--- config.mk ---
export PLATFORM = sky130hd
export DESIGN_NAME = spi_target
export DESIGN_NICKNAME = d
export VERILOG_FILES = /design/src/rtl/spi_target.sv
export SDC_FILE = /design/constraint.sdc
export NUM_CORES = 1
export LEC_CHECK = 0
export BUFFER_PORTS_ARGS = -buffer_cell sky130_fd_sc_hd__buf_2
export CAP_MARGIN = 10
export CORE_MARGIN = 5
export CORE_UTILIZATION = 26
export DETAILED_ROUTE_END_ITERATION = 8
export GPL_ROUTABILITY_DRIVEN = 0
export HOLD_SLACK_MARGIN = 0.08
export PLACE_DENSITY = 0.39
export SLEW_MARGIN = 20
export SYNTH_ARGS = -nofsm -noshare
export SYNTH_HDL_FRONTEND = slang
export SYNTH_SLANG_ARGS = --single-unit
export TNS_END_PERCENT = 10
--- constraint.sdc ---
create_clock -name FastClk -period 2.1 [get_ports FastClk]
set_input_delay 0.21 -clock FastClk [delete_from_list [all_inputs] [get_ports FastClk]]
set_output_delay 0.21 -clock FastClk [all_outputs]
set_load 0.03 [all_outputs]
--- src/rtl/spi_target.sv ---
`default_nettype none
// +----------------------------------------------------------------------------+
// | spi_target : SPI mode-0 target, oversampled from FastClk, byte RX/TX        |
// | Rev 1.0                                                                     |
// +----------------------------------------------------------------------------+
module spi_target #(
  parameter logic [7:0] FILL_BYTE = 8'hFF
) (
  input  logic       FastClk,
  input  logic       Reset,
  input  logic       SPI_Clk,
  input  logic       SPI_Cs,
  input  logic       SPI_Di,
  output logic       SPI_Do,
  output logic       SPI_DoEn,
  output logic [7:0] RXData,
  output logic       RXValid,
  input  logic       RXAck,
  input  logic [7:0] TXData,
  input  logic       TXWrite,
  output logic       TXEmpty,
  output logic [8:0] ByteCount,
  output logic       Selected,
  output logic       EndStrobe,
  output logic       Overrun,
  input  logic       ClearOverrun
);

  typedef enum logic [1:0] {
    WAIT_IDLE = 2'd0,
    IDLE      = 2'd1,
    ACTIVE    = 2'd2
  } state_t;

  state_t     r_state;
  state_t     w_next_state;

  logic [2:0] r_sck_sync;
  logic [1:0] r_cs_sync;
  logic [1:0] r_di_sync;

  logic [2:0] r_bit_cnt;
  logic [6:0] r_rx_shift;
  logic [7:0] r_rx_data;
  logic       r_rx_valid;
  logic       r_overrun;
  logic [8:0] r_byte_count;
  logic [7:0] r_tx_shift;
  logic [7:0] r_tx_hold;
  logic       r_tx_empty;
  logic       r_end_strobe;

  logic       w_cs;
  logic       w_sck_rise;
  logic       w_sck_fall;
  logic       w_active;
  logic       w_start;
  logic       w_end;
  logic       w_rx_done;
  logic       w_tx_load;
  logic [7:0] w_rx_byte;

  // CS sync resets to 0 so a selection already in progress at reset release
  // is ignored until CS is actually seen high.
  always_ff @(posedge FastClk or posedge Reset) begin
    if (Reset) begin
      r_sck_sync <= 3'b000;
      r_cs_sync  <= 2'b00;
      r_di_sync  <= 2'b00;
    end else begin
      r_sck_sync <= {r_sck_sync[1:0], SPI_Clk};
      r_cs_sync  <= {r_cs_sync[0], SPI_Cs};
      r_di_sync  <= {r_di_sync[0], SPI_Di};
    end
  end

  assign w_cs       = r_cs_sync[1];
  assign w_sck_rise = r_sck_sync[1] & ~r_sck_sync[2];
  assign w_sck_fall = ~r_sck_sync[1] & r_sck_sync[2];
  assign w_active   = (r_state == ACTIVE);
  assign w_rx_byte  = {r_rx_shift, r_di_sync[1]};
  assign w_rx_done  = w_active & w_sck_rise & (r_bit_cnt == 3'd7);
  assign w_tx_load  = w_start | (w_active & w_sck_fall & (r_bit_cnt == 3'd0));

  always_ff @(posedge FastClk or posedge Reset) begin
    if (Reset) r_state <= WAIT_IDLE;
    else       r_state <= w_next_state;
  end

  always_comb begin
    w_next_state = r_state;
    w_start      = 1'b0;
    w_end        = 1'b0;
    case (r_state)
      WAIT_IDLE: if (w_cs) w_next_state = IDLE;
      IDLE: if (!w_cs) begin
        w_next_state = ACTIVE;
        w_start      = 1'b1;
      end
      ACTIVE: if (w_cs) begin
        w_next_state = IDLE;
        w_end        = 1'b1;
      end
      default: w_next_state = WAIT_IDLE;
    endcase
  end

  always_ff @(posedge FastClk or posedge Reset) begin
    if (Reset) begin
      r_bit_cnt    <= 3'd0;
      r_rx_shift   <= 7'd0;
      r_rx_data    <= 8'd0;
      r_rx_valid   <= 1'b0;
      r_overrun    <= 1'b0;
      r_byte_count <= 9'd0;
      r_tx_shift   <= 8'd0;
      r_tx_hold    <= 8'd0;
      r_tx_empty   <= 1'b1;
      r_end_strobe <= 1'b0;
    end else begin
      r_end_strobe <= w_end;

      if (w_start) begin
        r_bit_cnt    <= 3'd0;
        r_rx_shift   <= 7'd0;
        r_byte_count <= 9'd0;
      end else if (w_active && w_sck_rise) begin
        r_rx_shift <= w_rx_byte[6:0];
        r_bit_cnt  <= r_bit_cnt + 3'd1;
        if (r_bit_cnt == 3'd7) begin
          r_rx_data    <= w_rx_byte;
          r_byte_count <= r_byte_count + 9'd1;
        end
      end

      // A completing byte wins over a same-cycle acknowledge.
      if (w_rx_done)   r_rx_valid <= 1'b1;
      else if (RXAck)  r_rx_valid <= 1'b0;

      if (ClearOverrun)                             r_overrun <= 1'b0;
      else if (w_rx_done && r_rx_valid && !RXAck)   r_overrun <= 1'b1;

      if (w_tx_load)
        r_tx_shift <= r_tx_empty ? FILL_BYTE : r_tx_hold;
      else if (w_active && w_sck_fall)
        r_tx_shift <= {r_tx_shift[6:0], 1'b0};

      // A write coinciding with a load is held for the next byte, not bypassed.
      if (TXWrite) begin
        r_tx_hold  <= TXData;
        r_tx_empty <= 1'b0;
      end else if (w_tx_load) begin
        r_tx_empty <= 1'b1;
      end
    end
  end

  assign SPI_Do    = w_active ? r_tx_shift[7] : 1'b1;
  assign SPI_DoEn  = w_active;
  assign Selected  = w_active;
  assign RXData    = r_rx_data;
  assign RXValid   = r_rx_valid;
  assign TXEmpty   = r_tx_empty;
  assign ByteCount = r_byte_count;
  assign EndStrobe = r_end_strobe;
  assign Overrun   = r_overrun;

endmodule
`default_nettype wire

==> impl_metrics.env, run 1 <==
export IMPL_grt_use_total_pct=9.49
export IMPL_path_cells="ha_1, ha_1, inv_1, o21ai_0, buf_4, o211ai_1"
export IMPL_setup_viol=0
export IMPL_pin_count=40
export IMPL_syn_avg_cell_area_sq_um=12.3
export IMPL_synth_xor_area_share_pct=0.364
export IMPL_die_w_um=106
export IMPL_htreeDepth=2
export IMPL_routed_wl_um=5030
export IMPL_vias=1650
export IMPL_path_max_fanout=8
export IMPL_min_path_type="input pin to register"
export IMPL_avgRoutedWirePerCell_um=14.2
export IMPL_start_util_pct=26.3
export IMPL_ant_nets=0
export IMPL_ir_drop_uv=241
export IMPL_design_core_area_sq_mm=0.00915
export IMPL_clkSinkCount=56
export IMPL_place_inst=341
export IMPL_min_period_ns=1.70
export IMPL_synth_cell_area_sq_mm=0.00241
export IMPL_worstReg2RegStart="r_bit_cnt[0]$_DFFE_PP0P_"
export IMPL_reg2reg_depth=6
export IMPL_worstPathRequired_ns=2.30
export IMPL_p_per_area_mw_per_mm2=741
export IMPL_clk_pin_slew_ns=0.11
export IMPL_critical_path_class="register to register"
export IMPL_synth_area_leaders="dfrtp_1, mux2_2, a22o_1, a211oi_1, o31ai_1"
export IMPL_syn_to_final_growth_pct=20.1
export IMPL_path_buf_inv=2
export IMPL_instances_no_fill=354
export IMPL_synth_top_family_by_area="simple AND/OR/NAND/NOR gates"
export IMPL_synth_top_area_cell="dfrtp_1"
export IMPL_whs_path_depth=2
export IMPL_numCtsBuffers=5
export IMPL_synth_simple_area_share_pct=13.5
export IMPL_rsz0062_at_grt="no"
export IMPL_cts_path_max_buffers=2
export IMPL_worstMarginPinSlew_ns=0.512
export IMPL_nNetsFinal=262
export IMPL_seq_area_sq_mm=0.00140
export IMPL_grt_pass1_wl_um=8670
export IMPL_yosys_top_cells_count="dfrtp_1, mux2_2, nand3_1, a22o_1, inv_1"
export IMPL_ys_warn_count=0
export IMPL_synth_nets=216
export IMPL_drt_iter0_markers=51
export IMPL_power_leakage_nw=1.38
export IMPL_synth_seq_cells=56
export IMPL_post_route_period_util_pct=80.9
export IMPL_grt_pass1_vias=1718
export IMPL_start_kind="register"
export IMPL_drive_gt1_share_pct=32.5
export IMPL_antenna_found_initial=0
export IMPL_yosysSeqAreaShare_pct=58.2
export IMPL_synthAdderAreaFrac_pct=2.08
export IMPL_end_kind="register"
export IMPL_synthCells=196
export IMPL_dp_hpwl_um=3500
export IMPL_yosysMostFrequentCell="dfrtp_1"
export IMPL_grt_max_degree=37
export IMPL_root_buffer="clkbuf_8"
export IMPL_crit_slowest_cell="dfrtp_1"
export IMPL_max_stage_delay_ns=0.41
export IMPL_drc=0
export IMPL_die_h_um=106
export IMPL_hold_end="r_tx_hold[0]$_DFFE_PP0P_"
export IMPL_via_per_inst=4.66
export IMPL_insertion_delay_ns=0.31
export IMPL_finClkSkew_ns=0.0130
export IMPL_fillers=937
export IMPL_status="finished, final reports clean"
export IMPL_r2r_slack_ns=0.40
export IMPL_synth_ff_type="dfrtp_1"
export IMPL_slew_headroom_pct=65.8
export IMPL_fp_dieArea_sq_mm=0.0113
export IMPL_insertedDiodeCount=0
export IMPL_arrival_ns=1.90
export IMPL_cts_resized=0
export IMPL_ys_async_sr_fraction_pct=100
export IMPL_row_count=35
export IMPL_min_delay_start="TXData[0]"
export IMPL_ys_types=45
export IMPL_fin_tns_setup_ns=0
export IMPL_hold_violations=0
export IMPL_cpMostUsedCell="ha_1"
export IMPL_slew_violations=0
export IMPL_muxShareOfSynthArea_pct=8.73
export IMPL_synth_edff_count=0
export IMPL_grt_ovfl_total=0
export IMPL_max_freq_mhz=589
export IMPL_synth_top_area_share_pct=57.1
export IMPL_cts_tree="built"
export IMPL_critical_path_top_delay_family="adder cells"
export IMPL_multi_input_area_sq_um=906
export IMPL_drtPass1Iterations=3
export IMPL_cap_violations=0
export IMPL_r2r_end="ByteCount[7]$_DFFE_PP0P_"
export IMPL_port_buffers=39
export IMPL_synth_compound_area_share_pct=13.0
-- layout by cell type (no fill, tap or decap), types with 2 or more instances in the layout --
master,netlist,layout
a211oi_1,7,7
a22o_1,9,9
and2_1,2,2
and3_1,2,2
buf_2,5,39
buf_4,1,7
clkbuf_8,0,5
dfrtp_1,55,55
dlygate4sd3_1,0,5
ha_1,4,4
inv_1,9,8
inv_6,0,2
mux2_2,16,16
mux2i_1,3,3
nand2_1,6,6
nand2b_1,3,3
nand3_1,10,10
nand4_1,4,4
nand4bb_1,2,2
nor2_1,3,3
nor2b_1,5,5
nor3_1,7,7
o211ai_1,3,3
o21ai_0,4,4
o31ai_1,7,7
or4_1,3,3
-- registers in the layout, summed over array words and instances (netlist names), 3 cells and up --
signal,cells
r_rx_shift,7
r_tx_shift,8
ByteCount,9
r_sck_sync,3
r_tx_hold,8
r_bit_cnt,3
RXData,8
-- stage by stage --
step                hold WS, ns  area, sq um  util (%)  total power, mW  setup slack [ns]
floorplan                 0.241         2410         -             1.46             0.363
global placement          0.272         2750      30.0             1.54             0.401
detailed placement        0.264         2750      30.0             1.54             0.389
CTS                       0.113         2890      31.6             2.18             0.369
global route              0.107         2890      31.6             2.28             0.239
finish                    0.124         2890      31.6             2.14             0.402
-- logic make-up (layout without fill, tap and decap cells) --
group           after synthesis  in the layout
compound gates               41             41
xor+xnor                      1              1
fa+ha+maj                     4              4
buf+inv                      22             69
flops                        56             56
mux                          19             19
simple gates                 53             53
-- per-layer routing --
layer | up-vias | share of wire [%] | track usage, % | wire length, um
met5 | - | 0 | 0 | 0
met4 | 0 | 1.4 | 3.61 | 69
met3 | 5 | 3.3 | 2.00 | 165
met2 | 22 | 45 | 13.9 | 2260
met1 | 815 | 50 | 13.7 | 2540
li1 | 808 | - | - | -
-- where the power goes --
part / total (mW) / switching [mW] / leakage (nW) / internal, mW
Combinational: 0.283 / 0.156 / 0.611 / 0.127
Clock: 0.627 / 0.382 / 0.0452 / 0.244
Sequential: 1.23 / 0.0625 / 0.726 / 1.17
Total: 2.14 / 0.601 / 1.38 / 1.54
-- timing repair --
action                    in CTS  in global routing
hold buffers                   5                  0
hold endpoints to repair      23                  0
setup buffers                  0                  0
-- how the worst max path moves through the flow --
stage	from	endpoint	cells after the start
floorplan	r_bit_cnt[0]$_DFFE_PP0P_	RXData[0]$_DFFE_PP0P_	6
detailed placement	r_bit_cnt[0]$_DFFE_PP0P_	ByteCount[2]$_DFFE_PP0P_	6
CTS	r_bit_cnt[0]$_DFFE_PP0P_	ByteCount[7]$_DFFE_PP0P_	6
global route	r_bit_cnt[0]$_DFFE_PP0P_	ByteCount[7]$_DFFE_PP0P_	6
finish	r_bit_cnt[0]$_DFFE_PP0P_	ByteCount[7]$_DFFE_PP0P_	6
global placement	r_bit_cnt[1]$_DFFE_PP0P_	ByteCount[4]$_DFFE_PP0P_	6
-- final cells by class --
| type | count | share of cell area, % |
|---|---|---|
| clock inverters | 3 | 0.865 |
| well taps | 111 | 4.80 |
| multi-input cells | 118 | 31.3 |
| repair buffers | 52 | 11.0 |
| clock buffers | 5 | 2.38 |
| flip-flops and latches | 56 | 48.5 |
| inverters | 9 | 1.17 |
-- worst reg2reg max path, cell delays in order, from the launching register on --
cell      delay [ns]
dfrtp_1         0.41
ha_1            0.16
ha_1            0.31
inv_1           0.10
o21ai_0         0.34
buf_4           0.19
o211ai_1        0.07
No activity file was read; power rests on OpenSTA's default activity.
==> run 2: changes to the inputs <==
--- a/config.mk
+++ b/config.mk
@@ -12,7 +12,7 @@
 export DETAILED_ROUTE_END_ITERATION = 8
 export GPL_ROUTABILITY_DRIVEN = 0
 export HOLD_SLACK_MARGIN = 0.08
-export PLACE_DENSITY = 0.39
+export PLACE_DENSITY = 0.4
 export SLEW_MARGIN = 20
 export SYNTH_ARGS = -nofsm -noshare
 export SYNTH_HDL_FRONTEND = slang
==> constraint.sdc (replaced) <==
create_clock -name FastClk -period 1.5 [get_ports FastClk]
set_input_delay 0.15 -clock FastClk [delete_from_list [all_inputs] [get_ports FastClk]]
set_output_delay 0.15 -clock FastClk [all_outputs]
set_load 0.03 [all_outputs]
==> run 2 against run 1 <==
The run now ends with setup timing left. Power increased by 45%. Via count increased by 7.9%. Non-clock buffer count increased by 31. Cell area increased by 14%. Critical endpoint is now RXData[0]$_DFFE_PP0P_. Largest cell class unchanged. Largest power group unchanged.
==> impl_metrics.env, run 2 (synthesis gave the netlist of run 1 again) <==
export IMPL_dp_hpwl_um=3610
export IMPL_design_core_area_sq_mm=0.00915
export IMPL_crit_start="r_bit_cnt[0]$_DFFE_PP0P_"
export IMPL_die_h_um=106
export IMPL_fp_dieArea_sq_mm=0.0113
export IMPL_status="complete, but fails checks"
export IMPL_seq_area_sq_mm=0.00141
export IMPL_worstMarginPinSlew_ns=0.339
export IMPL_start_kind="register"
export IMPL_insertedDiodeCount=0
export IMPL_final_common_cell="dfrtp_1"
export IMPL_arrival_ns=1.73
export IMPL_endpoint="RXData[0]$_DFFE_PP0P_"
export IMPL_nNetsFinal=294
export IMPL_vias=1781
export IMPL_finClkSkew_ns=0.00701
export IMPL_insertion_delay_ns=0.31
export IMPL_slew_headroom_pct=77.2
export IMPL_setup_ws_ns=-0.0246
export IMPL_r2r_slack_ns=-0.02
export IMPL_dp_slack_ns=-0.0725
export IMPL_pin_count=40
export IMPL_grt_ovfl_total=0
export IMPL_r2r_end="RXData[0]$_DFFE_PP0P_"
export IMPL_drc=0
export IMPL_ir_drop_uv=461
export IMPL_power_leakage_nw=1.58
export IMPL_setup_viol=1
export IMPL_multi_input_area_sq_mm=0.00104
export IMPL_final_cell_mix="dfrtp_1, buf_2, buf_4"
export IMPL_root_buffer="clkbuf_8"
export IMPL_grt_pass1_wl_um=9100
export IMPL_row_count=35
export IMPL_worstPathRequired_ns=1.71
export IMPL_antenna_found_initial=0
export IMPL_min_path_type="input pin to register"
export IMPL_cts_path_max_buffers=2
export IMPL_slew_violations=0
export IMPL_path_max_fanout=12
export IMPL_min_period_ns=1.52
export IMPL_post_route_period_util_pct=102
export IMPL_routed_wl_um=5480
export IMPL_cts_tree="built"
export IMPL_p_per_area_mw_per_mm2=943
export IMPL_numCtsBuffers=5
export IMPL_grt_max_degree=57
export IMPL_max_freq_mhz=656
export IMPL_drt_iter0_markers=39
export IMPL_critical_path_class="register to register"
export IMPL_grt_use_total_pct=9.91
export IMPL_end_kind="register"
export IMPL_via_per_inst=4.61
export IMPL_fillers=920
export IMPL_rsz0062_at_grt="yes"
export IMPL_avgRoutedWirePerCell_um=14.2
export IMPL_ant_nets=0
export IMPL_drive_gt1_share_pct=44.4
export IMPL_worstReg2RegStart="r_bit_cnt[0]$_DFFE_PP0P_"
export IMPL_hold_violations=0
export IMPL_clk_pin_slew_ns=0.11
export IMPL_die_w_um=106
export IMPL_violations="setup timing"
export IMPL_drtPass1Iterations=4
export IMPL_syn_to_final_growth_pct=37.1
export IMPL_grt_pass1_vias=1830
export IMPL_clkSinkCount=56
export IMPL_power_mw=3.12
export IMPL_final_util_pct=36.1
export IMPL_port_buffers=39
export IMPL_largest_reg_flops=9
export IMPL_htreeDepth=2
export IMPL_cap_violations=0
export IMPL_start_util_pct=26.3
export IMPL_reg2reg_depth=5
==> run 2: how the worst min path moves through the flow <==
stage	startpoint	endpoint	slack, ns	cells after the start
3_5_place_dp	Reset	r_di_sync[0]$_DFF_PP0_	0.26	3
5_1_grt	TXWrite	TXEmpty$_DFFE_PP1P_	0.11	2
3_3_place_gp	Reset	r_tx_hold[3]$_DFFE_PP0P_	0.26	3
4_1_cts	TXWrite	TXEmpty$_DFFE_PP1P_	0.11	2
6_report	TXWrite	TXEmpty$_DFFE_PP1P_	0.11	2
2_1_floorplan	SPI_Cs	r_cs_sync[0]$_DFF_PP0_	0.18	0
==> run 2: routing by layer <==
layer	wire, um	track usage, %
met1	2620	13.4
met2	2630	15.7
met3	162	1.94
met4	70	3.61
met5	0	0
==> run 2: power breakdown <==
group          switching [mW]  leakage (nW)  total (mW)  internal [mW]
clock network           0.515        0.0485       0.851          0.336
logic                   0.259         0.808       0.532          0.273
registers              0.0905         0.722        1.73           1.64
total                   0.864          1.58        3.12           2.25
==> run 2: timing repair <==
action | CTS | global route
endpoints found under the hold margin | 67 | 0
setup buffers | 0 | 5
gates resized for setup | 4 | 24
cloned | 0 | 1
pin swaps | 1 | 4
hold buffers | 13 | 0
setup endpoints to repair | 11 | 30
==> run 2: critical path: stages, from the launching register on <==
cell and delay (ns):
dfrtp_1 0.42, ha_2 0.21, ha_4 0.17, buf_4 0.15
nand2_8 0.12, mux2_2 0.35
==> run 2: cell type report <==
| cell class | instances | area share, % |
|---|---|---|
| Timing Repair Buffer | 83 | 18.0 |
| Clock buffer | 5 | 2.08 |
| Tap cell | 111 | 4.20 |
| Inverter | 9 | 1.14 |
| Clock inverter | 3 | 0.682 |
| Sequential cell | 56 | 42.6 |
| Multi-Input combinational cell | 119 | 31.4 |
==> run 2: through the flow <==
| step | std cells | TNS [ns] | area (sq um) | hold slack [ns] |
|---|---|---|---|---|
| 2_1_floorplan | 196 | -0.0660 | 2470 | 0.181 |
| 4_1_cts | 380 | -0.0635 | 3160 | 0.106 |
| 3_5_place_dp | 359 | -0.273 | 2930 | 0.259 |
| 5_1_grt | 386 | -0.712 | 3300 | 0.113 |
| 3_3_place_gp | 359 | -0.0233 | 2930 | 0.258 |
| 6_report | 386 | -0.0246 | 3300 | 0.112 |
==> run 3: changes to the inputs <==
--- a/config.mk
+++ b/config.mk
@@ -11,7 +11,7 @@
 export CORE_UTILIZATION = 26
 export DETAILED_ROUTE_END_ITERATION = 8
 export GPL_ROUTABILITY_DRIVEN = 0
-export HOLD_SLACK_MARGIN = 0.08
+export HOLD_SLACK_MARGIN = 0.15
 export PLACE_DENSITY = 0.4
 export SLEW_MARGIN = 20
 export SYNTH_ARGS = -nofsm -noshare
==> run 3 against run 2 <==
The run still ends with setup timing left. Register-to-register slack about the same. Non-clock buffer count is 2 higher. Critical path depth unchanged. Clock power hardly changed. Combinational power grew 0.8%. Final cell count rose by 0.52%. Worst hold slack better by 0.25 ns. Count of clock-buffer cells in the layout unchanged. Sequential power about the same. Utilization rose by 0.22 points. Flip-flop and latch count is the same. Critical path type unchanged.
==> impl_metrics.env, run 3 (synthesis gave the netlist of run 1 again) <==
export IMPL_insertedDiodeCount=0
export IMPL_drt_iter0_markers=33
export IMPL_fillers=919
export IMPL_die_w_um=106
export IMPL_seq_area_sq_mm=0.00141
export IMPL_p_per_area_mw_per_mm2=939
export IMPL_clkSinkCount=56
export IMPL_min_delay_start="r_sck_sync[0]$_DFF_PP0_"
export IMPL_port_buffers=39
export IMPL_row_count=35
export IMPL_r2r_slack_ns=-0.02
export IMPL_final_common_cell="dfrtp_1"
export IMPL_slew_violations=0
export IMPL_antenna_found_initial=0
export IMPL_intPower_mw=2.25
export IMPL_routed_wl_um=5520
export IMPL_setup_ws_ns=-0.0246
export IMPL_cap_violations=0
export IMPL_critical_path_class="register to register"
export IMPL_root_buffer="clkbuf_8"
export IMPL_hold_ws_ns=0.361
export IMPL_grt_pass1_vias=1845
export IMPL_avgRoutedWirePerCell_um=14.2
export IMPL_max_freq_mhz=656
export IMPL_grt_max_degree=57
export IMPL_ant_nets=0
export IMPL_cts_path_max_buffers=2
export IMPL_die_h_um=106
export IMPL_final_cell_mix="dfrtp_1, buf_2, buf_4"
export IMPL_drtPass1Iterations=4
export IMPL_fin_tns_setup_ns=-0.0246
export IMPL_setup_viol=1
export IMPL_hold_violations=0
export IMPL_finClkSkew_ns=0.00733
export IMPL_instances_no_fill=388
export IMPL_place_inst=359
export IMPL_post_route_period_util_pct=102
export IMPL_end_kind="register"
export IMPL_r2r_end="RXData[0]$_DFFE_PP0P_"
export IMPL_min_period_ns=1.52
export IMPL_status="complete, but fails checks"
export IMPL_grt_pass1_wl_um=9180
export IMPL_rsz0062_at_grt="yes"
export IMPL_numCtsBuffers=5
export IMPL_nNetsFinal=296
export IMPL_grt_ovfl_total=0
export IMPL_pin_count=40
export IMPL_htreeDepth=2
export IMPL_path_max_fanout=12
export IMPL_fp_dieArea_sq_mm=0.0113
export IMPL_arrival_ns=1.73
export IMPL_max_stage_delay_ns=0.42
export IMPL_violations="setup timing"
export IMPL_min_path_type="register to register"
export IMPL_stdcell_area_sq_mm=0.00332
export IMPL_start_util_pct=26.3
export IMPL_design_core_area_sq_mm=0.00915
export IMPL_power_leakage_nw=1.59
export IMPL_clk_pin_slew_ns=0.10
export IMPL_switching_share_pct=27.8
export IMPL_reg2reg_depth=5
export IMPL_whs_path_depth=0
export IMPL_slew_headroom_pct=77.2
export IMPL_crit_slowest_cell="dfrtp_1"
export IMPL_largest_reg_flops=9
export IMPL_share_comb_of_total_power_pct=17.2
export IMPL_placed_cell_area_sq_mm=0.00293
export IMPL_cp_num_cells=5
export IMPL_ir_drop_uv=462
export IMPL_worstReg2RegStart="r_bit_cnt[0]$_DFFE_PP0P_"
export IMPL_grt_use_total_pct=10.0
export IMPL_critical_path_top_delay_family="flip-flops"
export IMPL_path_buf_inv=1
export IMPL_p_seq_share_pct=55.5
export IMPL_via_per_inst=4.62
export IMPL_p_clk_share_pct=27.3
export IMPL_p_switching_mw=0.867
export IMPL_worstMarginPinSlew_ns=0.340
export IMPL_drc=0
export IMPL_vias=1794
export IMPL_hold_end="r_sck_sync[1]$_DFF_PP0_"
export IMPL_cts_tree="built"
export IMPL_drive_gt1_share_pct=44.0
export IMPL_dp_hpwl_um=3610
export IMPL_worstPathRequired_ns=1.71
export IMPL_multi_input_area_sq_mm=0.00104
export IMPL_syn_to_final_growth_pct=38.0
export IMPL_path_cells="ha_2, ha_4, buf_4, nand2_8, mux2_2"
export IMPL_start_kind="register"
export IMPL_insertion_delay_ns=0.31
-- run 3: worst max path at each step --
stage               slack (ns)                startpoint                         to
floorplan                -0.03    r_state[1]$_DFFE_PP0P_                     SPI_Do
finish                   -0.02  r_bit_cnt[0]$_DFFE_PP0P_      RXData[0]$_DFFE_PP0P_
CTS                      -0.04  r_bit_cnt[0]$_DFFE_PP0P_   ByteCount[7]$_DFFE_PP0P_
global route             -0.07  r_bit_cnt[1]$_DFFE_PP0P_  r_tx_shift[4]$_DFFE_PP0P_
detailed placement       -0.07  r_bit_cnt[0]$_DFFE_PP0P_   ByteCount[3]$_DFFE_PP0P_
global placement         -0.02  r_bit_cnt[0]$_DFFE_PP0P_   ByteCount[3]$_DFFE_PP0P_
-- run 3: what timing repair did --
action                                  CTS  global route
hold buffers                             15             0
pin swaps                                 1             4
cloned                                    0             1
endpoints found under the setup margin   11            30
setup buffers                             0             5
resized for setup                         4            24
hold endpoints to repair                 69             0
-- run 3: power by group through the flow --
| stage | clock network [mW] | logic, mW | registers (mW) |
|---|---|---|---|
| 5_1_grt | 0.968 | 0.601 | 1.75 |
| 4_1_cts | 0.917 | 0.498 | 1.72 |
| 3_5_place_dp | 0 | 0.455 | 1.75 |
| 3_3_place_gp | 0 | 0.454 | 1.75 |
| 2_1_floorplan | 0 | 0.313 | 1.73 |
| 6_report | 0.852 | 0.536 | 1.73 |
-- run 3: final cells by class --
class	instances	area share, %
clock buffer	5	2.07
clock inverter	3	0.678
timing repair buffer	85	18.4
sequential	56	42.3
inverter	9	1.13
tap	111	4.18
multi-input combinational	119	31.2
-- run 3: per-layer routing --
| layer | share of wire, % | vias up | GRT usage, % |
|---|---|---|---|
| met2 | 48 | 22 | 15.9 |
| met4 | 1.3 | 0 | 3.61 |
| li1 | - | 882 | - |
| met1 | 48 | 886 | 13.5 |
| met5 | 0 | - | 0 |
| met3 | 2.9 | 4 | 1.94 |
-- run 3: through the flow --
step           util [%]  setup WS (ns)  power, mW
6_report           36.3        -0.0246       3.12
4_1_cts            34.8        -0.0392       3.14
3_5_place_dp       32.0        -0.0725       2.21
3_3_place_gp       32.0        -0.0232       2.21
5_1_grt            36.3        -0.0726       3.32
2_1_floorplan         -        -0.0250       2.05
